===== config.mk =====
export PLATFORM = sky130hd
export DESIGN_NAME = codificador_sequencia
export DESIGN_NICKNAME = d
export VERILOG_FILES = /design/src/rtl/decodificador_pkg.sv /design/src/rtl/contador_retencao.sv /design/src/rtl/codificador_sequencia.sv
export SDC_FILE = /design/constraint.sdc
export NUM_CORES = 1
export LEC_CHECK = 0
export BUFFER_PORTS_ARGS = -buffer_cell sky130_fd_sc_hd__buf_2
export CORE_AREA = 10 10 66 54
export DETAILED_ROUTE_END_ITERATION = 6
export DIE_AREA = 0 0 76 64
export PLACE_DENSITY = 0.7
export SYNTH_ARGS = -nofsm -noshare
export SYNTH_HDL_FRONTEND = slang
export SYNTH_HIERARCHICAL = 1
export SYNTH_SLANG_ARGS = --single-unit

===== constraint.sdc =====
create_clock -name clk -period 3.51 [get_ports clk]
set_clock_uncertainty 0.1 [all_clocks]
set_input_delay 0.1755 -clock clk [delete_from_list [all_inputs] [get_ports clk]]
set_output_delay 0.1755 -clock clk [all_outputs]
set_load 0.01 [all_outputs]

===== src/rtl/decodificador_pkg.sv =====
// Shared definitions for the codeword link between the sequence encoder and
// Decodificador: the eight 7-bit codewords, the highest legal target state and
// the encoder FSM state encoding.
package decodificador_pkg;

  // Codewords as seen on the decoder Entrada bus
  localparam logic [6:0] C1 = 7'b1100000;
  localparam logic [6:0] C2 = 7'b1000100;
  localparam logic [6:0] C3 = 7'b1111100;
  localparam logic [6:0] C4 = 7'b1011010;
  localparam logic [6:0] C5 = 7'b1101110;
  localparam logic [6:0] C6 = 7'b1001001;
  localparam logic [6:0] C7 = 7'b1110101;
  localparam logic [6:0] C8 = 7'b1010011;

  // Highest target state; 1..DESTINO_MAX are legal targets
  localparam logic [2:0] DESTINO_MAX = 3'd5;

  typedef enum logic [2:0] {
    OCIOSO,
    ENVIA_ESTADO,
    ENVIA_FINAL,
    ENVIA_INVALIDO,
    CONCLUI
  } estado_e;

  // True when the target can be reached by walking C1..Cn
  function automatic logic destino_valido(input logic [2:0] d);
    return (d >= 3'd1) && (d <= DESTINO_MAX);
  endfunction

endpackage


===== src/rtl/contador_retencao.sv =====
// Hold counter: counts the cycles a codeword has been on the bus.
// Ports:
//   clk     - system clock, rising edge
//   Reset   - asynchronous, active-high, clears the count
//   clear   - synchronous restart at 0 on the next edge
//   fim_ret - high during the last hold cycle (count == HOLD_CYCLES-1)
module contador_retencao #(
  parameter int HOLD_CYCLES = 4
) (
  input  logic clk,
  input  logic Reset,
  input  logic clear,
  output logic fim_ret
);

  // A single-cycle hold still needs a 1-bit counter to keep widths legal
  localparam int CW = (HOLD_CYCLES > 1) ? $clog2(HOLD_CYCLES) : 1;

  logic [CW-1:0] cnt_q;
  logic [CW-1:0] cnt_d;

  // Next count: restart on clear, otherwise step; the owner clears on the
  // last hold cycle so the count never runs past HOLD_CYCLES-1
  always_comb begin
    cnt_d = cnt_q;
    if (clear) begin
      cnt_d = '0;
    end else begin
      cnt_d = cnt_q + CW'(1);
    end
  end

  // Count register
  always_ff @(posedge clk or posedge Reset) begin
    if (Reset) begin
      cnt_q <= '0;
    end else begin
      cnt_q <= cnt_d;
    end
  end

  assign fim_ret = (cnt_q == CW'(HOLD_CYCLES - 1));

endmodule


===== src/rtl/codificador_sequencia.sv =====
// Sequence encoder: turns a target request into the codeword stream accepted by
// Decodificador. Walks C1..Cn, then sends C6 (n<=3) or C8 (n>=4); an invalid
// target sends C7 once. Each codeword is held HOLD_CYCLES cycles.
// Ports:
//   clk      - system clock, rising edge
//   Reset    - asynchronous, active-high; returns to OCIOSO
//   Inicio   - start request, honoured only while idle
//   Destino  - target state n (1..5 legal)
//   Saida    - codeword to the decoder, zero when idle
//   Controle - high while Saida carries a codeword
//   Ocupado  - high from accepted Inicio through the Fim cycle
//   Fim      - one-cycle completion pulse
//   Erro     - pulses with Fim when the target was invalid
module codificador_sequencia
  import decodificador_pkg::*;
#(
  parameter int HOLD_CYCLES = 4
) (
  input  logic       clk,
  input  logic       Reset,
  input  logic       Inicio,
  input  logic [2:0] Destino,
  output logic [6:0] Saida,
  output logic       Controle,
  output logic       Ocupado,
  output logic       Fim,
  output logic       Erro
);

  estado_e    state_q, state_d;
  logic [2:0] idx_q, idx_d;
  logic [2:0] alvo_q, alvo_d;

  logic [6:0] saida_q, saida_d;
  logic       controle_q, controle_d;
  logic       ocupado_q, ocupado_d;
  logic       fim_q, fim_d;
  logic       erro_q, erro_d;

  logic       enviando;
  logic       fim_ret;
  logic       clear_ret;

  assign enviando = (state_q == ENVIA_ESTADO) || (state_q == ENVIA_FINAL) ||
                    (state_q == ENVIA_INVALIDO);

  // The hold count restarts whenever a codeword ends and stays parked at 0
  // outside the sending states, so every new codeword starts from a fresh count
  assign clear_ret = !enviando || fim_ret;

  contador_retencao #(
    .HOLD_CYCLES(HOLD_CYCLES)
  ) u_contador (
    .clk    (clk),
    .Reset  (Reset),
    .clear  (clear_ret),
    .fim_ret(fim_ret)
  );

  // Next-state logic: the target is latched once at start, so later changes
  // on Destino or extra Inicio pulses cannot disturb a running sequence
  always_comb begin
    state_d = state_q;
    idx_d   = idx_q;
    alvo_d  = alvo_q;
    unique case (state_q)
      OCIOSO: begin
        if (Inicio) begin
          alvo_d = Destino;
          if (destino_valido(Destino)) begin
            state_d = ENVIA_ESTADO;
            idx_d   = 3'd1;
          end else begin
            state_d = ENVIA_INVALIDO;
          end
        end
      end
      ENVIA_ESTADO: begin
        if (fim_ret) begin
          if (idx_q < alvo_q) begin
            idx_d = idx_q + 3'd1;
          end else begin
            state_d = ENVIA_FINAL;
          end
        end
      end
      ENVIA_FINAL, ENVIA_INVALIDO: begin
        if (fim_ret) begin
          state_d = CONCLUI;
        end
      end
      CONCLUI: begin
        state_d = OCIOSO;
      end
      default: begin
        state_d = OCIOSO;
      end
    endcase
  end

  // Output decode from the next state so every output is registered yet the
  // first codeword appears right after the edge that accepts Inicio
  always_comb begin
    saida_d    = '0;
    controle_d = 1'b0;
    ocupado_d  = (state_d != OCIOSO);
    fim_d      = (state_d == CONCLUI);
    erro_d     = (state_d == CONCLUI) && (state_q == ENVIA_INVALIDO);
    unique case (state_d)
      ENVIA_ESTADO: begin
        controle_d = 1'b1;
        unique case (idx_d)
          3'd1:    saida_d = C1;
          3'd2:    saida_d = C2;
          3'd3:    saida_d = C3;
          3'd4:    saida_d = C4;
          3'd5:    saida_d = C5;
          default: saida_d = '0;
        endcase
      end
      ENVIA_FINAL: begin
        controle_d = 1'b1;
        saida_d    = (alvo_d <= 3'd3) ? C6 : C8;
      end
      ENVIA_INVALIDO: begin
        controle_d = 1'b1;
        saida_d    = C7;
      end
      default: begin
        saida_d = '0;
      end
    endcase
  end

  // State and output registers
  always_ff @(posedge clk or posedge Reset) begin
    if (Reset) begin
      state_q    <= OCIOSO;
      idx_q      <= '0;
      alvo_q     <= '0;
      saida_q    <= '0;
      controle_q <= 1'b0;
      ocupado_q  <= 1'b0;
      fim_q      <= 1'b0;
      erro_q     <= 1'b0;
    end else begin
      state_q    <= state_d;
      idx_q      <= idx_d;
      alvo_q     <= alvo_d;
      saida_q    <= saida_d;
      controle_q <= controle_d;
      ocupado_q  <= ocupado_d;
      fim_q      <= fim_d;
      erro_q     <= erro_d;
    end
  end

  assign Saida    = saida_q;
  assign Controle = controle_q;
  assign Ocupado  = ocupado_q;
  assign Fim      = fim_q;
  assign Erro     = erro_q;

endmodule


# Yosys cells after proc, flatten, opt, wreduce, memory -nomap -nowiden
# Cells that the tools add are included.
# totals
reg_bits	22
inputBits	6
word_cells	56
# classes
n_addsub	2
order_cmp	4
eq_ne	13
muxes	18
reduce_logical	10
# op_table
op	count
$pmux W7 S5	1
$mux W3	10
$pmux W7 S3	1
$eq A3 B2 Y1 const B	6
$eq A3 B1 Y1 const B	3
$eq A3 B3 Y1 const B	3
$pmux W3 S3	1
$pmux W3 S2	1
$mux W5	1
$mux W2	2
$add A3 B1 Y3 const B	1
$ge A3 B1 Y1 const B	1
$le A3 B2 Y1 const B	1
$le A3 B3 Y1 const B	1
$logic_not A3 Y1	1
$logic_or A1 B1 Y1	3
$lt A3 B3 Y1	1
$reduce_bool A3 Y1	1
$reduce_or A3 Y1	1
$add A2 B1 Y2 const B	1
$eq A2 B2 Y1 const B	1
$logic_and A1 B1 Y1	2
$reduce_or A2 Y1	1
$logic_not A1 Y1	1
$mux W1	1

# Depth between registers and ports, before layout
# Gate-level depths: netlist of run 1.
# depth
word_depth	8
mapped_depth	11

# Modules after synthesis
# The synthesis of run 1 kept the hierarchy.
# by_module_without_submodules
module	n_inst	cells_per_inst	area_per_inst_um2
codificador_sequencia	1	95	1043.5
contador_retencao	1	6	76.3

# Worst setup path before layout of run 1
# No wires, ideal clock.
# synth_timing
path_type	reg-to-reg
from	register idx_q[2]
to	register saida_q[5] (netlist: Saida[5])
arrival_time_ps	2383
slack_ps	953
stages_incl_launch_ff	10
n_path_buf	0
synth_period_minus_slack_ps	2557
path_cell_list	dfrtp_1 -> ha_1 -> a21o_1 -> a311oi_4 -> mux2i_1 -> nor2_1 -> inv_1 -> ha_1 -> maj3_2 -> o21ai_2
# synth_between
elab_chain_len	7
elab_cells_between_ends	20
# synth_lines
item	line	rtl
start, declared	codificador_sequencia.sv:31	logic [2:0] idx_q, idx_d;
start signal, assigned	codificador_sequencia.sv:148	idx_q <= idx_d;
$lt A3 B3 Y1 *	codificador_sequencia.sv:80	if (idx_q < alvo_q) begin
$mux W3 *	codificador_sequencia.sv:80	
$mux W3 *	codificador_sequencia.sv:79	if (fim_ret) begin
$pmux W3 S2 *	codificador_sequencia.sv:66	unique case (state_q)
named net idx_d[1]	codificador_sequencia.sv:31	
$eq A3 B3 Y1 (tied with other cells)	codificador_sequencia.sv:112	unique case (idx_d)
$pmux W7 S5 *	codificador_sequencia.sv:112	
$pmux W7 S3 *	codificador_sequencia.sv:109	unique case (state_d)
named net saida_d[5]	codificador_sequencia.sv:34	logic [6:0] saida_q, saida_d;
end signal, assigned	codificador_sequencia.sv:150	saida_q <= saida_d;
end, declared	codificador_sequencia.sv:34	
# Mark *: on every way through the listed nets, which the timed path passes. The rest lies on a longest branch.

# Worst setup path in the final report of run 1
# layout_timing
from	register alvo_q[2]
to	register saida_q[3] (netlist: Saida[3])
# layout_between
elab_chain_len	7
elab_cells_between_ends	21
# layout_lines
item	line	rtl
start, declared	codificador_sequencia.sv:32	logic [2:0] alvo_q, alvo_d;
start signal, assigned	codificador_sequencia.sv:149	alvo_q <= alvo_d;
$lt A3 B3 Y1 *	codificador_sequencia.sv:80	
$mux W3 *	codificador_sequencia.sv:80	
$mux W3 *	codificador_sequencia.sv:79	
$pmux W3 S2 *	codificador_sequencia.sv:66	
named net idx_d[1]	codificador_sequencia.sv:31	
$eq A3 B3 Y1 (tied with other cells)	codificador_sequencia.sv:112	
$pmux W7 S5 *	codificador_sequencia.sv:112	
$pmux W7 S3 *	codificador_sequencia.sv:109	
named net saida_d[3]	codificador_sequencia.sv:34	
# Marks and branches as above.

==> metrics.json, run 1 <==
{
  "run_status": {
    "status": "finished clean"
  },
  "power": {
    "worst_supply_voltage_drop_on_vdd_mv": 0.576,
    "switching_power_uw": 530,
    "power.leakage_nw": 0.618,
    "netSwitchingFraction_pct": 41.1,
    "internal_power_uw": 761,
    "p_comb_share_pct": 52.5,
    "pwr-share-seq_pct": 32.8,
    "pwr_density_cell_nw_per_um2": 974,
    "pwr-share-clk_pct": 14.8
  },
  "global_routing": {
    "grt_antenna_before_repair": 0,
    "grt_max_degree": 21,
    "vias_in_the_first_global_route": 872,
    "met1_usage_pct": 12.0,
    "global_route.usage.met2_pct": 16.2,
    "top_usage_layer": "met2",
    "first_pass_grt_wire_length_um": 4080,
    "overflow": 0,
    "fraction_of_met3_tracks_used_by_global_routing_pct": 4.75,
    "grt_usage_pct": 9.96
  },
  "critical_path": {
    "worst_ep_required_time_ns": 3.59,
    "crit_family": "compound AO/OA/AOI/OAI gates",
    "worstPathBufferInverterCount": 3,
    "worstPathCellList": "inv_1, ha_1, a21o_1, a311oi_4, mux2i_1, nor2_1, inv_1, ha_1, inv_1, o211ai_1, o22ai_1",
    "worstSetupPathType": "reg2reg",
    "cpPeakStageDelay_ns": 0.38,
    "arrival_ns": 2.93,
    "timing.critical_path.slowest_stage_cell": "sky130_fd_sc_hd__dfrtp_1",
    "timing.critical_path.fanout_max": 5,
    "critical_path.startpoint_type": "flip-flop",
    "worstSetupEndpointType": "flip-flop",
    "cp_common_cell": "sky130_fd_sc_hd__inv_1"
  },
  "placed_design": {
    "placement.io_buffers": 16,
    "pre_cts_ws_ns": 0.709,
    "routabilityCongestion": 0.851,
    "place_hpwl_um": 1640
  },
  "logic_synthesis": {
    "ys_seq_area_share_pct": 49.2,
    "post_synth_fa_ha_maj_area_fraction_pct": 7.71,
    "post_synth_xor_area_fraction_pct": 0,
    "number_of_instances_in_the_synthesized_netlist": 101,
    "synth_mux_area_share_pct": 4.58,
    "synth_simple_gate_area_share_pct": 18.4,
    "main_combinational_cell_family_by_area_after_synthesis": "simple AND/OR/NAND/NOR gates",
    "syn-num-nets": 113,
    "yosys_warnings": 6,
    "count_of_state_elements_after_synthesis": 22,
    "yosysUniqueCellTypes": 36,
    "synth-compound-area-share_pct": 17.1,
    "syn_avg_cell_area_sq_um": 11.1,
    "cell_area_synth_sq_um": 1120
  },
  "timing": {
    "worstMarginPinSlew_ns": 0.742,
    "timing.final.max_slew_violations": 0,
    "grt_setup_unrepaired": "false",
    "period_minus_slack_ns": 2.85,
    "finalSetupViolCount": 0,
    "setup_total_negative_slack_ns": 0,
    "setup_ws_ns": 0.657,
    "timing.final.crit_share_pct": 81.3,
    "timing.slew.headroom_pct": 50.5,
    "timing.fmax_mhz": 351,
    "timing_hold_violations_final": 0
  },
  "finish": {
    "antenna_cells": 0,
    "fillers": 215,
    "areaGrowthSynthToFinish_pct": 18.3,
    "nNetsFinal": 137,
    "final_layout_size_suffix_gt1_share_pct": 25.0
  },
  "flow_run": {
    "timing.max_cap.violations": 0
  },
  "floorplanning": {
    "dieWidth_um": 76,
    "design.core.area_sq_um": 2270,
    "site_rows": 15,
    "ports_placed_on_the_boundary": 17,
    "floorplan.initialDensity_pct": 49.3,
    "fp.dieArea_sq_um": 4860,
    "floorplan.die.height_um": 64
  },
  "clock_network": {
    "tritoncts.num_buffers": 3,
    "cts_sinks": 22,
    "clock_latency_ns": 0.31,
    "post_cts_hold_buffer_count": 2,
    "post_cts_resized": 0,
    "max-clock-path-buffers": 2,
    "clock_pin_slew_of_the_registers_on_the_worst_case_setup_and_hold_paths_ns": 0.12,
    "cts_htree_levels": 1,
    "clk_root_buffer_cell": "sky130_fd_sc_hd__clkbuf_4",
    "post_cts.repair.setup_buffers": 0,
    "tritoncts": "built"
  },
  "routing": {
    "first_iter_violations": 33,
    "drt_first_pass_iters": 4,
    "post_drt_wl_per_cell_um": 13.9,
    "via_count": 813,
    "routed_wl_um": 2190,
    "via_per_inst": 5.15,
    "ant_nets": 0,
    "post-route-drc-count": 0
  },
  "hold_path": {
    "hold_class": "in2async"
  }
}
worst reg2reg max path, delay by kind of cell, from the launching register on:
family	cells	cell delay, ns
adder cells (fa/ha/maj)	2	0.61
AND/OR/NAND/NOR	1	0.27
multiplexers	1	0.21
flip-flops	1	0.38
buffers and inverters	3	0.24
AO/OA/AOI/OAI	4	0.92
cells by family after synthesis:
group | count (synthesis)
and+or+nand+nor | 33
AOI/OAI and AO/OA | 25
DFF | 22
buffers and inverters | 9
adders and majority gates | 7
muxes | 5
flip-flops by register name, summed over array words and instances, names as in the netlist:
signal	flops
alvo_q	3
state_q	3
Erro	1
Fim	1
u_contador/cnt_q	2
Controle	1
Saida	7
Ocupado	1
idx_q	3
cells in the mapped netlist:
master / instances / area share, %
sky130_fd_sc_hd__o21ba_1: 1 / 0.89
sky130_fd_sc_hd__mux2_2: 1 / 1.0
sky130_fd_sc_hd__a21oi_1: 2 / 0.89
sky130_fd_sc_hd__nand3_1: 2 / 0.89
sky130_fd_sc_hd__a311oi_4: 1 / 2.3
sky130_fd_sc_hd__o22ai_1: 1 / 0.56
sky130_fd_sc_hd__and3_1: 1 / 0.56
sky130_fd_sc_hd__o21ai_2: 1 / 0.78
sky130_fd_sc_hd__or3_1: 2 / 1.1
sky130_fd_sc_hd__o211ai_1: 4 / 2.7
sky130_fd_sc_hd__inv_2: 1 / 0.33
sky130_fd_sc_hd__nor2b_1: 3 / 1.7
sky130_fd_sc_hd__o21ai_0: 4 / 1.8
sky130_fd_sc_hd__nor4b_2: 1 / 1.3
sky130_fd_sc_hd__o21ai_1: 2 / 0.89
sky130_fd_sc_hd__nand4_1: 1 / 0.56
sky130_fd_sc_hd__inv_1: 8 / 2.7
sky130_fd_sc_hd__a31oi_1: 2 / 1.1
sky130_fd_sc_hd__nor3_1: 1 / 0.45
sky130_fd_sc_hd__mux2i_1: 4 / 3.6
sky130_fd_sc_hd__nand4bb_4: 1 / 2.5
sky130_fd_sc_hd__a21bo_2: 1 / 0.89
sky130_fd_sc_hd__a21boi_0: 1 / 0.67
sky130_fd_sc_hd__a21o_1: 2 / 1.3
sky130_fd_sc_hd__maj3_2: 1 / 1.0
sky130_fd_sc_hd__dfrtp_1: 22 / 49
sky130_fd_sc_hd__and2_1: 1 / 0.56
sky130_fd_sc_hd__a31o_2: 2 / 1.6
sky130_fd_sc_hd__nand2_1: 8 / 2.7
sky130_fd_sc_hd__and3b_1: 2 / 1.6
sky130_fd_sc_hd__or2_2: 1 / 0.56
sky130_fd_sc_hd__nor2_1: 5 / 1.7
sky130_fd_sc_hd__a211oi_1: 1 / 0.67
sky130_fd_sc_hd__ha_1: 6 / 6.7
sky130_fd_sc_hd__nor3b_1: 1 / 0.67
sky130_fd_sc_hd__nand2b_1: 3 / 1.7
final cells by class:
class,count,area (sq um),area share [%]
flip-flops and latches,22,551,41.5
repair buffers,19,110,8.31
inverters,9,33.8,2.55
clock inverters,1,30.0,2.27
multi-input cells,70,536,40.4
well taps,34,42.5,3.21
clock buffers,3,22.5,1.70
placed cells by master, fill, tap and decap left out, types with 3 or more instances in the layout:
cell type	instances
sky130_fd_sc_hd__dfrtp_1	22
sky130_fd_sc_hd__buf_2	16
sky130_fd_sc_hd__inv_1	8
sky130_fd_sc_hd__nand2_1	8
sky130_fd_sc_hd__ha_1	6
sky130_fd_sc_hd__nor2_1	5
sky130_fd_sc_hd__o21ai_0	4
sky130_fd_sc_hd__mux2i_1	4
sky130_fd_sc_hd__o211ai_1	4
sky130_fd_sc_hd__nand2b_1	3
sky130_fd_sc_hd__nor2b_1	3
sky130_fd_sc_hd__clkbuf_4	3
sky130_fd_sc_hd__dlygate4sd3_1	3
stage by stage:
stage	instances	power (mW)	hold slack [ns]	util [%]	area, sq um
final	158	1.29	0.155	58.3	1330
after global routing	158	1.43	0.165	58.3	1330
after CTS	157	1.30	0.0112	57.9	1320
after detailed placement	151	1.10	-0.0600	54.7	1240
after global placement	151	1.09	-0.0661	54.7	1240
after floorplan	101	0.936	-0.183	-	1120
power groups by stage:
| stage | logic [mW] | registers (mW) | clock network, mW |
|---|---|---|---|
| 2_1_floorplan | 0.496 | 0.440 | 0 |
| 3_3_place_gp | 0.664 | 0.425 | 0 |
| 3_5_place_dp | 0.674 | 0.428 | 0 |
| 4_1_cts | 0.684 | 0.423 | 0.195 |
| 5_1_grt | 0.783 | 0.438 | 0.206 |
| 6_report | 0.677 | 0.423 | 0.191 |
per-layer routing:
layer | part of all wire, % | vias to the layer above
met5 | 0 | -
met1 | 45 | 393
met3 | 7.2 | 2
li1 | - | 407
met4 | 0.59 | 0
met2 | 47 | 11
path summary, 6_finish.rpt:
path	from	endpoint	slack (ns)	cells past startpoint
worst max register to register	alvo_q[2]	Saida[3]	0.66	11
worst min-delay path	Reset	u_contador/cnt_q[0]	0.16	3
min in group clk	Destino[2]	alvo_q[2]	0.16	3
max in group asynchronous	Reset	alvo_q[2]	2.41	3
worst max-delay path	alvo_q[2]	Saida[3]	0.66	11
worst min register to register	u_contador/cnt_q[0]	u_contador/cnt_q[0]	0.34	1
(Power assumes the default switching activity.)
==> run 2, diff against run 1 <==
==> constraint.sdc (replaced) <==
create_clock -name clk -period 2.8 [get_ports clk]
set_clock_uncertainty 0.1 [all_clocks]
set_input_delay 0.14 -clock clk [delete_from_list [all_inputs] [get_ports clk]]
set_output_delay 0.14 -clock clk [all_outputs]
set_load 0.01 [all_outputs]
==> metrics.json, run 2 (same netlist as run 1, synthesis figures left out) <==
{
  "critical_path": {
    "critical_path.startpoint_type": "flip-flop",
    "timing.critical_path.fanout_max": {"value": 4, "change": "-1"},
    "worstSetupEndpointType": "flip-flop",
    "arrival": {"value": 2.85, "unit": "ns", "change": "-0.08 ns"},
    "worst_ep_required_time": {"value": 2.94, "unit": "ns", "change": "-0.65 ns"},
    "worstSetupPathType": "reg2reg"
  },
  "finish": {
    "mostFrequentLayoutCell": "sky130_fd_sc_hd__dfrtp_1",
    "mostFrequentLayoutCells": "sky130_fd_sc_hd__dfrtp_1, sky130_fd_sc_hd__buf_2, sky130_fd_sc_hd__inv_1, sky130_fd_sc_hd__nand2_1, sky130_fd_sc_hd__buf_4",
    "nNetsFinal": {"value": 145, "change": "+5.8%"},
    "number_of_flip_flops_under_the_largest_register_name": {"value": 7, "change": "unchanged"},
    "final_layout_size_suffix_gt1_share": {"value": 31.8, "unit": "%", "change": "+6.8 points"},
    "areaGrowthSynthToFinish_pct": 25.4,
    "antenna_cells": {"value": 0, "change": "unchanged"}
  },
  "run_status": {
    "status": "finished clean"
  },
  "power": {
    "pwr_density_cell": {"value": 1250, "unit": "nW/um^2", "change": "+28%"},
    "worst_supply_voltage_drop_on_vdd": {"value": 0.693, "unit": "mV", "change": "+20%"},
    "power.leakage": {"value": 0.661, "unit": "nW", "change": "+7.0%"}
  },
  "clock_network": {
    "cts_htree_levels": {"value": 1, "change": "unchanged"},
    "clk_root_buffer_cell": "sky130_fd_sc_hd__clkbuf_4",
    "tritoncts.num_buffers": {"value": 3, "change": "unchanged"},
    "max-clock-path-buffers": {"value": 2, "change": "unchanged"},
    "clock_latency": {"value": 0.31, "unit": "ns", "change": "about the same"},
    "clock_pin_slew_of_the_registers_on_the_worst_case_setup_and_hold_paths": {"value": 0.12, "unit": "ns", "change": "about the same"},
    "cts_sinks": {"value": 22, "change": "unchanged"},
    "tritoncts": "built"
  },
  "floorplanning": {
    "floorplan.initialDensity": {"value": 49.3, "unit": "%", "change": "unchanged"},
    "design.core.area": {"value": 2270, "unit": "sq um", "change": "unchanged"},
    "dieWidth": {"value": 76, "unit": "um", "change": "unchanged"},
    "floorplan.die.height": {"value": 64, "unit": "um", "change": "unchanged"},
    "ports_placed_on_the_boundary": {"value": 17, "change": "unchanged"},
    "site_rows": {"value": 15, "change": "unchanged"},
    "fp.dieArea": {"value": 4860, "unit": "sq um", "change": "unchanged"}
  },
  "placed_design": {
    "place_hpwl": {"value": 1700, "unit": "um", "change": "+3.2%"},
    "routabilityCongestion": {"value": 0.871, "change": "+2.4%"},
    "placement.io_buffers": {"value": 16, "change": "unchanged"},
    "pre_cts_ws": {"value": 0.0776, "unit": "ns", "change": "-0.631 ns"}
  },
  "timing": {
    "timing.final.crit_share": {"value": 96.7, "unit": "%", "change": "+15 points"},
    "timing.final.max_slew_violations": {"value": 0, "change": "unchanged"},
    "finalSetupViolCount": {"value": 0, "change": "unchanged"},
    "worstMarginPinSlew": {"value": 0.753, "unit": "ns", "change": "+0.0102 ns"},
    "timing.fmax": {"value": 369, "unit": "MHz", "change": "+5.3%"},
    "post_route_hold_slack": {"value": 0.115, "unit": "ns", "change": "-0.0401 ns"},
    "period_minus_slack": {"value": 2.71, "unit": "ns", "change": "-0.144 ns"},
    "timing.slew.headroom": {"value": 49.8, "unit": "%", "change": "-0.68 points"},
    "setup_ws": {"value": 0.0913, "unit": "ns", "change": "-0.566 ns"},
    "timing_hold_violations_final": {"value": 0, "change": "unchanged"}
  },
  "routing": {
    "ant_nets": {"value": 0, "change": "unchanged"},
    "drt_first_pass_iters": {"value": 4, "change": "unchanged"},
    "first_iter_violations": {"value": 31, "change": "-6.1%"},
    "post_drt_wl_per_cell": {"value": 14.1, "unit": "um", "change": "+1.4%"},
    "post-route-drc-count": {"value": 0, "change": "unchanged"},
    "via_per_inst": {"value": 5.14, "change": "about the same"},
    "via_count": {"value": 854, "change": "+5.0%"},
    "routed_wl": {"value": 2330, "unit": "um", "change": "+6.6%"}
  },
  "global_routing": {
    "grt_usage": {"value": 9.27, "unit": "%", "change": "-0.69 points"},
    "overflow": {"value": 0, "change": "unchanged"},
    "grt_antenna_before_repair": {"value": 0, "change": "unchanged"},
    "first_pass_grt_wire_length": {"value": 3750, "unit": "um", "change": "-8.1%"},
    "grt_max_degree": {"value": 21, "change": "unchanged"},
    "vias_in_the_first_global_route": {"value": 817, "change": "-6.3%"}
  },
  "flow_run": {
    "timing.max_cap.violations": {"value": 0, "change": "unchanged"}
  },
  "hold_path": {
    "hold_class": "in2async"
  }
}
run 2: what timing repair did:
item / 4_1_cts / 5_1_grt
setup endpoints to repair: 0 / 4
gates resized for setup: 0 / 3
setup buffers: 0 / 6
hold buffers: 3 / 0
hold endpoints to repair: 24 / 0
run 2: path summary, 6_finish.rpt:
| kind | start | cells past startpoint | slack [ns] | to |
|---|---|---|---|---|
| min in group clk | Destino[2] | 3 | 0.14 | alvo_q[2] |
| worst max register to register | idx_q[2] | 9 | 0.09 | Saida[5] |
| worst min-delay path | Reset | 3 | 0.12 | u_contador/cnt_q[0] |
| worst max-delay path | idx_q[2] | 9 | 0.09 | Saida[5] |
| worst min register to register | u_contador/cnt_q[0] | 1 | 0.34 | u_contador/cnt_q[0] |
| max in group asynchronous | Reset | 3 | 1.73 | Saida[5] |
run 2: power by group:
group | switching, mW | internal (mW)
clock network | 0.0945 | 0.145
logic | 0.537 | 0.449
registers | 0.0806 | 0.450
total | 0.712 | 1.04
run 2: final cells by class:
cell class | instances | area, sq um
clock buffers | 3 | 22.5
clock inverters | 1 | 30.0
fillers | 195 | 867
inverters | 9 | 33.8
multi-input cells | 70 | 554
flip-flops and latches | 22 | 551
well taps | 34 | 42.5
repair buffers | 27 | 170
run 2: routing by layer:
layer	vias up	global-route usage, %	part of all wire (%)
met3	4	4.19	5.8
met1	408	11.3	46
met5	-	0	0
li1	423	-	-
met2	19	14.9	47
met4	0	1.42	0.90
run 2: worst max-delay path, stage by stage, from the launching register on:
cell	delay [ns]
sky130_fd_sc_hd__dfrtp_1	0.40
sky130_fd_sc_hd__ha_1	0.35
sky130_fd_sc_hd__a21o_1	0.21
sky130_fd_sc_hd__a311oi_4	0.38
sky130_fd_sc_hd__mux2i_2	0.34
sky130_fd_sc_hd__nor2_2	0.10
sky130_fd_sc_hd__inv_1	0.12
sky130_fd_sc_hd__ha_4	0.22
sky130_fd_sc_hd__maj3_2	0.31
sky130_fd_sc_hd__o21ai_2	0.11
run 2: per-stage QoR:
step	instance area, sq um	std cells	utilization [%]	setup TNS (ns)	power (mW)
after detailed placement	1260	153	55.4	0	1.40
after global routing	1400	166	61.8	-0.0803	1.90
after floorplan	1120	101	-	0	1.17
after CTS	1340	160	59.0	0	1.65
final	1400	166	61.8	0	1.76
after global placement	1260	153	55.4	0	1.38
